`config.mk`:
```
export PLATFORM = sky130hd
export DESIGN_NAME = id_ex_reg
export DESIGN_NICKNAME = d
export VERILOG_FILES = /design/src/rtl/id_ex_reg.sv
export SDC_FILE = /design/constraint.sdc
export NUM_CORES = 1
export LEC_CHECK = 0
export CAP_MARGIN = 20
export CORE_UTILIZATION = 44
export CTS_BUF_LIST = sky130_fd_sc_hd__clkbuf_16
export CTS_CLUSTER_DIAMETER = 30
export CTS_CLUSTER_SIZE = 40
export DETAILED_ROUTE_END_ITERATION = 8
export GPL_TIMING_DRIVEN = 0
export PLACE_DENSITY = 0.9
export SLEW_MARGIN = 5
export SYNTH_ARGS = -nofsm -noshare
export SYNTH_HDL_FRONTEND = slang
export SYNTH_SLANG_ARGS = --single-unit
```
`constraint.sdc`:
```
create_clock -name clk -period 2.3 [get_ports clk]
set_input_delay 0.23 -clock clk [delete_from_list [all_inputs] [get_ports clk]]
set_output_delay 0.23 -clock clk [all_outputs]
set_load 0.1 [all_outputs]
```
`src/rtl/id_ex_reg.sv`:
```
// ID/EX pipeline register with operand forwarding from EX/MEM and MEM/WB.
// Supports stall (hold, refreshing operands with forwarded values) and flush
// (bubble). Flags load-use hazards combinationally to the hazard unit.
module id_ex_reg #(
   parameter int WIDTH = 32,
   parameter int RW    = 5
) (
   input  logic             clk,
   input  logic             rst_n,
   input  logic             Stall,
   input  logic             Flush,
   input  logic             InValid,
   input  logic [3:0]       InALUCtl,
   input  logic [WIDTH-1:0] InRsData,
   input  logic [WIDTH-1:0] InRtData,
   input  logic [WIDTH-1:0] InImm,
   input  logic [RW-1:0]    InRs,
   input  logic [RW-1:0]    InRt,
   input  logic [RW-1:0]    InRd,
   input  logic             InALUSrc,
   input  logic             InRegDst,
   input  logic             InRegWrite,
   input  logic             InMemRead,
   input  logic             InMemWrite,
   input  logic             InMemToReg,
   input  logic             InBranch,
   input  logic             ExMemRegWrite,
   input  logic [RW-1:0]    ExMemRd,
   input  logic [WIDTH-1:0] ExMemALUOut,
   input  logic             MemWbRegWrite,
   input  logic [RW-1:0]    MemWbRd,
   input  logic [WIDTH-1:0] MemWbData,
   output logic [3:0]       ALUCtl,
   output logic [WIDTH-1:0] A,
   output logic [WIDTH-1:0] B,
   output logic [WIDTH-1:0] StoreData,
   output logic [RW-1:0]    DestReg,
   output logic             Valid,
   output logic             RegWrite,
   output logic             MemRead,
   output logic             MemWrite,
   output logic             MemToReg,
   output logic             Branch,
   output logic             LoadUseHazard
);

   typedef struct packed {
      logic             valid;
      logic [3:0]       alu_ctl;
      logic [WIDTH-1:0] rs_data;
      logic [WIDTH-1:0] rt_data;
      logic [WIDTH-1:0] imm;
      logic [RW-1:0]    rs;
      logic [RW-1:0]    rt;
      logic [RW-1:0]    dest;
      logic             alu_src;
      logic             reg_write;
      logic             mem_read;
      logic             mem_write;
      logic             mem_to_reg;
      logic             branch;
   } idex_t;

   idex_t            st_q, st_d;
   logic [WIDTH-1:0] fwd_rs, fwd_rt;

   // EX/MEM is the youngest producer so it wins; $zero is never forwarded.
   function automatic logic [WIDTH-1:0] fwd_sel(
      input logic [RW-1:0]    idx,
      input logic [WIDTH-1:0] reg_val,
      input logic             ex_we,
      input logic [RW-1:0]    ex_rd,
      input logic [WIDTH-1:0] ex_val,
      input logic             wb_we,
      input logic [RW-1:0]    wb_rd,
      input logic [WIDTH-1:0] wb_val
   );
      logic [WIDTH-1:0] r;
      r = reg_val;
      if (ex_we && ex_rd != '0 && ex_rd == idx)      r = ex_val;
      else if (wb_we && wb_rd != '0 && wb_rd == idx) r = wb_val;
      return r;
   endfunction

   // Per-operand forwarding muxes
   always_comb begin
      fwd_rs = fwd_sel(st_q.rs, st_q.rs_data, ExMemRegWrite, ExMemRd, ExMemALUOut,
                       MemWbRegWrite, MemWbRd, MemWbData);
      fwd_rt = fwd_sel(st_q.rt, st_q.rt_data, ExMemRegWrite, ExMemRd, ExMemALUOut,
                       MemWbRegWrite, MemWbRd, MemWbData);
   end

   // Next state: flush > stall > load. A stall refreshes the operands with
   // their forwarded values so a result survives its producer retiring.
   always_comb begin
      st_d = st_q;
      if (Flush) begin
         st_d = '0;
      end else if (Stall) begin
         st_d.rs_data = fwd_rs;
         st_d.rt_data = fwd_rt;
      end else begin
         st_d.valid      = InValid;
         st_d.alu_ctl    = InALUCtl;
         st_d.rs_data    = InRsData;
         st_d.rt_data    = InRtData;
         st_d.imm        = InImm;
         st_d.rs         = InRs;
         st_d.rt         = InRt;
         st_d.dest       = InRegDst ? InRd : InRt;
         st_d.alu_src    = InALUSrc;
         st_d.reg_write  = InRegWrite;
         st_d.mem_read   = InMemRead;
         st_d.mem_write  = InMemWrite;
         st_d.mem_to_reg = InMemToReg;
         st_d.branch     = InBranch;
      end
   end

   // Pipeline register, async clear to a bubble
   always_ff @(posedge clk or negedge rst_n) begin
      if (!rst_n) st_q <= '0;
      else        st_q <= st_d;
   end

   // Outputs and load-use detection
   always_comb begin
      ALUCtl        = st_q.alu_ctl;
      A             = fwd_rs;
      B             = st_q.alu_src ? st_q.imm : fwd_rt;
      StoreData     = fwd_rt;
      DestReg       = st_q.dest;
      Valid         = st_q.valid;
      RegWrite      = st_q.reg_write;
      MemRead       = st_q.mem_read;
      MemWrite      = st_q.mem_write;
      MemToReg      = st_q.mem_to_reg;
      Branch        = st_q.branch;
      LoadUseHazard = st_q.valid && st_q.mem_read && (st_q.dest != '0) && InValid &&
                      ((st_q.dest == InRs) || (st_q.dest == InRt));
   end

endmodule

```
==> results of run 1 <==
cells in the mapped netlist, drive strengths merged (2+ instances only):
master and number:
clkbuf 35, a311oi 32, buf 51, o31ai 64
mux2i 90, xnor2 18, nand2b 2, nor2 162
o221ai 32, nor3 2, nand3b 32, xor2 12
a21oi 38, a21boi 32, nand2 95, dfrtp 122
or4 4, nand3 3
cell usage in the layout, fill, tap and decap left out, types with 7 or more instances in the layout:
cell                              synthesis  layout
sky130_fd_sc_hd__nor2_2                   0      18
sky130_fd_sc_hd__dfrtp_1                122     122
sky130_fd_sc_hd__a311oi_4                 0      32
sky130_fd_sc_hd__mux2i_2                  0      20
sky130_fd_sc_hd__xor2_1                  12      12
sky130_fd_sc_hd__o31ai_1                 62      31
sky130_fd_sc_hd__o221ai_1                32      32
sky130_fd_sc_hd__clkbuf_16                0      28
sky130_fd_sc_hd__clkbuf_1                35      28
sky130_fd_sc_hd__mux2i_4                  0      12
sky130_fd_sc_hd__nand3b_1                32      32
sky130_fd_sc_hd__nand2_1                 95      95
sky130_fd_sc_hd__a21boi_2                28      11
sky130_fd_sc_hd__mux2i_1                 90      58
sky130_fd_sc_hd__a21oi_4                  0      32
sky130_fd_sc_hd__buf_6                    7      37
sky130_fd_sc_hd__nor2_1                 162      68
sky130_fd_sc_hd__buf_4                   12      45
sky130_fd_sc_hd__buf_12                   0     112
sky130_fd_sc_hd__xnor2_1                 18      18
sky130_fd_sc_hd__buf_16                   0      12
sky130_fd_sc_hd__a21boi_4                 0      21
sky130_fd_sc_hd__clkdlybuf4s50_1          0     201
sky130_fd_sc_hd__buf_1                   10       9
sky130_fd_sc_hd__buf_8                    0       7
sky130_fd_sc_hd__nor2_4                   0      76
sky130_fd_sc_hd__o31ai_4                  0      32
power by group through the flow:
| stage | sequential [W] | combinational [W] | clock, W |
|---|---|---|---|
| after CTS | 0.00235 | 0.00393 | 0.00269 |
| final | 0.00239 | 0.00437 | 0.00282 |
| after floorplan | 0.00240 | 0.00215 | 0 |
| after global placement | 0.00237 | 0.00315 | 0 |
| after detailed placement | 0.00238 | 0.00320 | 0 |
| after global routing | 0.00239 | 0.00443 | 0.00286 |
per-layer routing:
layer,track usage (%),share of wire [%]
met1,47.20,31
met2,75.21,44
met3,11.75,14
met4,32.40,11
met5,0,0.061
per-stage QoR:
step                      cell area [um2]  cells  utilization (%)
after global routing                16430   1493            94.97
after global placement              12200   1373            70.55
after floorplan                      8798    836                -
final                               16430   1496            95.01
after detailed placement            12260   1376            70.89
after CTS                           15460   1451            89.37
logic make-up after synthesis:
family                    share of synthesized area [%]
xor gates and xnor gates                          3.367
AOI/OAI and AO/OA                                 23.30
muxes                                             11.54
buffers and inverters                             5.740
DFF                                               39.12
and+or+nand+nor                                   16.93
critical path, delay by kind of cell, from the launching register on:
| family | cells | cell delay, ns |
|---|---|---|
| buffers and inverters | 4 | 0.70 |
| and+or+nand+nor | 1 | 0.23 |
| AOI/OAI and AO/OA | 3 | 0.74 |
| DFF | 1 | 0.43 |
| xor gates and xnor gates | 1 | 0.16 |
area by class of cell:
type	instances	area, um2
antenna	5	12.51
buffer	82	819.5
clock buffer	17	425.4
clock inverter	14	141.4
fill	412	863.3
multi-input combinational	628	6495
sequential	122	3053
tap	225	281.5
timing repair buffer	403	5205
worst paths after layout:
check / slack [ns] / endpoint / cells after the start
hold reg to reg: 0.54 / st_q[37] / 2
max in group asynchronous: 1.19 / st_q[104] / 3
hold / removal: 0.32 / DestReg[2] / 2
min in group clk: 0.35 / st_q[84] / 3
setup reg to reg: -0.23 / st_q[64] / 7
setup / recovery: -0.66 / B[3] / 9
timing repair:
| action | in CTS | in global routing |
|---|---|---|
| hold buffers | 1 | 0 |
| gates cloned | 4 | 11 |
| setup endpoints to repair | 151 | 97 |
| gates resized for setup | 1149 | 111 |
| endpoints found under the hold margin | 55 | 0 |
| setup buffers | 41 | 44 |
| pin swaps | 74 | 86 |
registers in the layout, summed over array words and instances (netlist names):
signal,cells
ALUCtl,4
Branch,1
st_q,107
MemWrite,1
Valid,1
MemRead,1
MemToReg,1
DestReg,5
RegWrite,1
==> run summary, run 1 <==
The run finished, with violations left. The checks that failed: negative setup slack. The largest net degree at the start of global routing is 68, and the fraction of power spent switching nets is 41.40%.

VDD sags by at most 0.6333 mV. The sequential share of power is 24.9%. The final setup TNS is -53.02 ns. In this run the worst setup path begins at st_q[13]. STA classifies the critical path endpoint as an output pin. The number of warnings reported in the yosys synthesis log was 0; the share of the yosys chip area belonging to registers was 39.12%.

The first global-routing pass estimated 59640 um of wire. For this design the ratio of total power to cell area is 583.3 nW/um2. Summed over all nets, the switching power comes to 0.003968 W.

TritonCTS built the clock tree. The launching element type of the critical path is a flip-flop. For this run, design rule violations remaining after detail routing come to 0.

The routed layout has 10940 vias. Each instance of the synthesized netlist takes up on average 9.335 um2. Measured along the y axis, the die boundary spans 135.2 um. At the end of routability-driven placement, the weighted congestion stood at 0.9044. Most frequently used flop master after synthesis: sky130_fd_sc_hd__dfrtp_1. The tree is rooted in a sky130_fd_sc_hd__clkbuf_16. Of the total power, combinational logic draws 45.6%. The max-slew violation total from the final report came out at 0. The logs give 0.005617 W for the internal power summed over all cells and 2 for the number of buffers on the longest clock path. In the synthesized netlist the async set-or-reset flop fraction comes to 100.0%. The count of final hold-check violations was 0. The later pin in the worst-skew pair is clocked with a latency of 0.45 ns.

Final critical-path setup slack: -0.6578 ns. The detail-routed via count per cell was 7.311; the number of buffers inserted by port buffering was 312. Of the cells placed in the final design, the portion with a size suffix greater than 1 is 41.71%. The tools report the number of global-route vias before repair as 10230. Pin placement for this block handled 315 I/O pins.

The number of nets in the finished design is 1457, and the horizontal die dimension is 135.2 um. The run gives 6 as the initial antenna violation count. Once detailed placement completed, the half-perimeter wirelength came to 23150 um. The largest individual stage delay along the critical path comes from the cell sky130_fd_sc_hd__dfrtp_1.

Subtracting the final worst setup slack from the clock period gives 2.958 ns. The initial standard-cell utilization of the core came out at 45.12%. Setup repair after global routing could not meet its margin everywhere.

The total overflow left after global routing is 0. The H-tree generated during clock tree synthesis spans 4 levels. After synthesis the netlist holds a flip-flop and latch count of 122.

Before antenna repair, the detailed router went through 8 iterations. The analysis attributes to cell leakage a power of 6.510 nW. Dividing the final minimum period by the clock period gives 128.6%.

The pin slew with the least headroom to its limit was 1.009 ns. Startpoint of the worst-slack reg-to-reg timing path: st_q[15]. The worst clock skew was 0.009346 ns; the area of the mapped netlist was 7804 um2. The number of max-capacitance violations reported was 0. For the final-report setup violation count, the log shows 141.

For the headroom to the max-slew limit, the log shows 32.51%. The run gives 1622 as the DRC marker count from the first detailed-route iteration. The total clock buffers created by CTS was 17; the number of sinks on the clock net was 122. The clock-pin slew on the worst setup and hold paths was 0.06 ns. Synthesis produced a netlist with a net count of 1039. The clock network is responsible for 29.5% of the overall power. The tools report the worst hold slack as 0.3186 ns. For this run, the slowest stage of the critical path takes 0.43 ns. Unique cell type count in the Yosys netlist: 34. For the required time of the worst setup path, the log shows 2.07 ns. The min-delay analysis places its worst path in the category input pin to async pin.

By area the synthesized netlist is led by sky130_fd_sc_hd__dfrtp_1 39%, sky130_fd_sc_hd__mux2i_1 12%, sky130_fd_sc_hd__nor2_1 7.8%, sky130_fd_sc_hd__a311oi_2 6.2%, sky130_fd_sc_hd__o31ai_1 6.0%. Number of rows created at floorplan: 48. The floorplan step defined a die boundary enclosing 18270 um2. The core region is 17300 um2. The most common cell type on the critical path was sky130_fd_sc_hd__buf_12. Data arrives at the worst endpoint at 2.73 ns. Dividing the detail-routed wire length by the instance count gives 35.13 um. Of all cell types, the one taking the most synthesized area is sky130_fd_sc_hd__dfrtp_1.

The signal on the critical path passes through xnor2_1 > and4_4 > buf_12 > clkbuf_16 > a21boi_2 > a311oi_4 > buf_6 > o31ai_4 > buf_12. The peak clock frequency supported by timing was 338.1 MHz; the share of the synthesized area in the top cell type was 39.12%. The post-route total power was 0.009585 W; the post-detailed-route count of antenna-violating nets was 0. Along the worst path, the maximum fanout reaches 6. The synthesized design contains 0 enable-type register cells. Overall global routing resource usage: 44.18%. The cell count after synthesis came out at 836.

The routed design has 52560 um of wire. The worst setup path category was flip-flop to output pin. For the minimum setup slack after placement, the log shows -1.622 ns. The area growth from synthesis to layout is 110.6%.
Power figures use the tool's default switching activity.
==> inputs of run 2 (changes only) <==
- GPL_ROUTABILITY_DRIVEN: unset -> 0
==> results of run 2 <==
The final DEF is identical to that of run 1; final timing and power are the same.
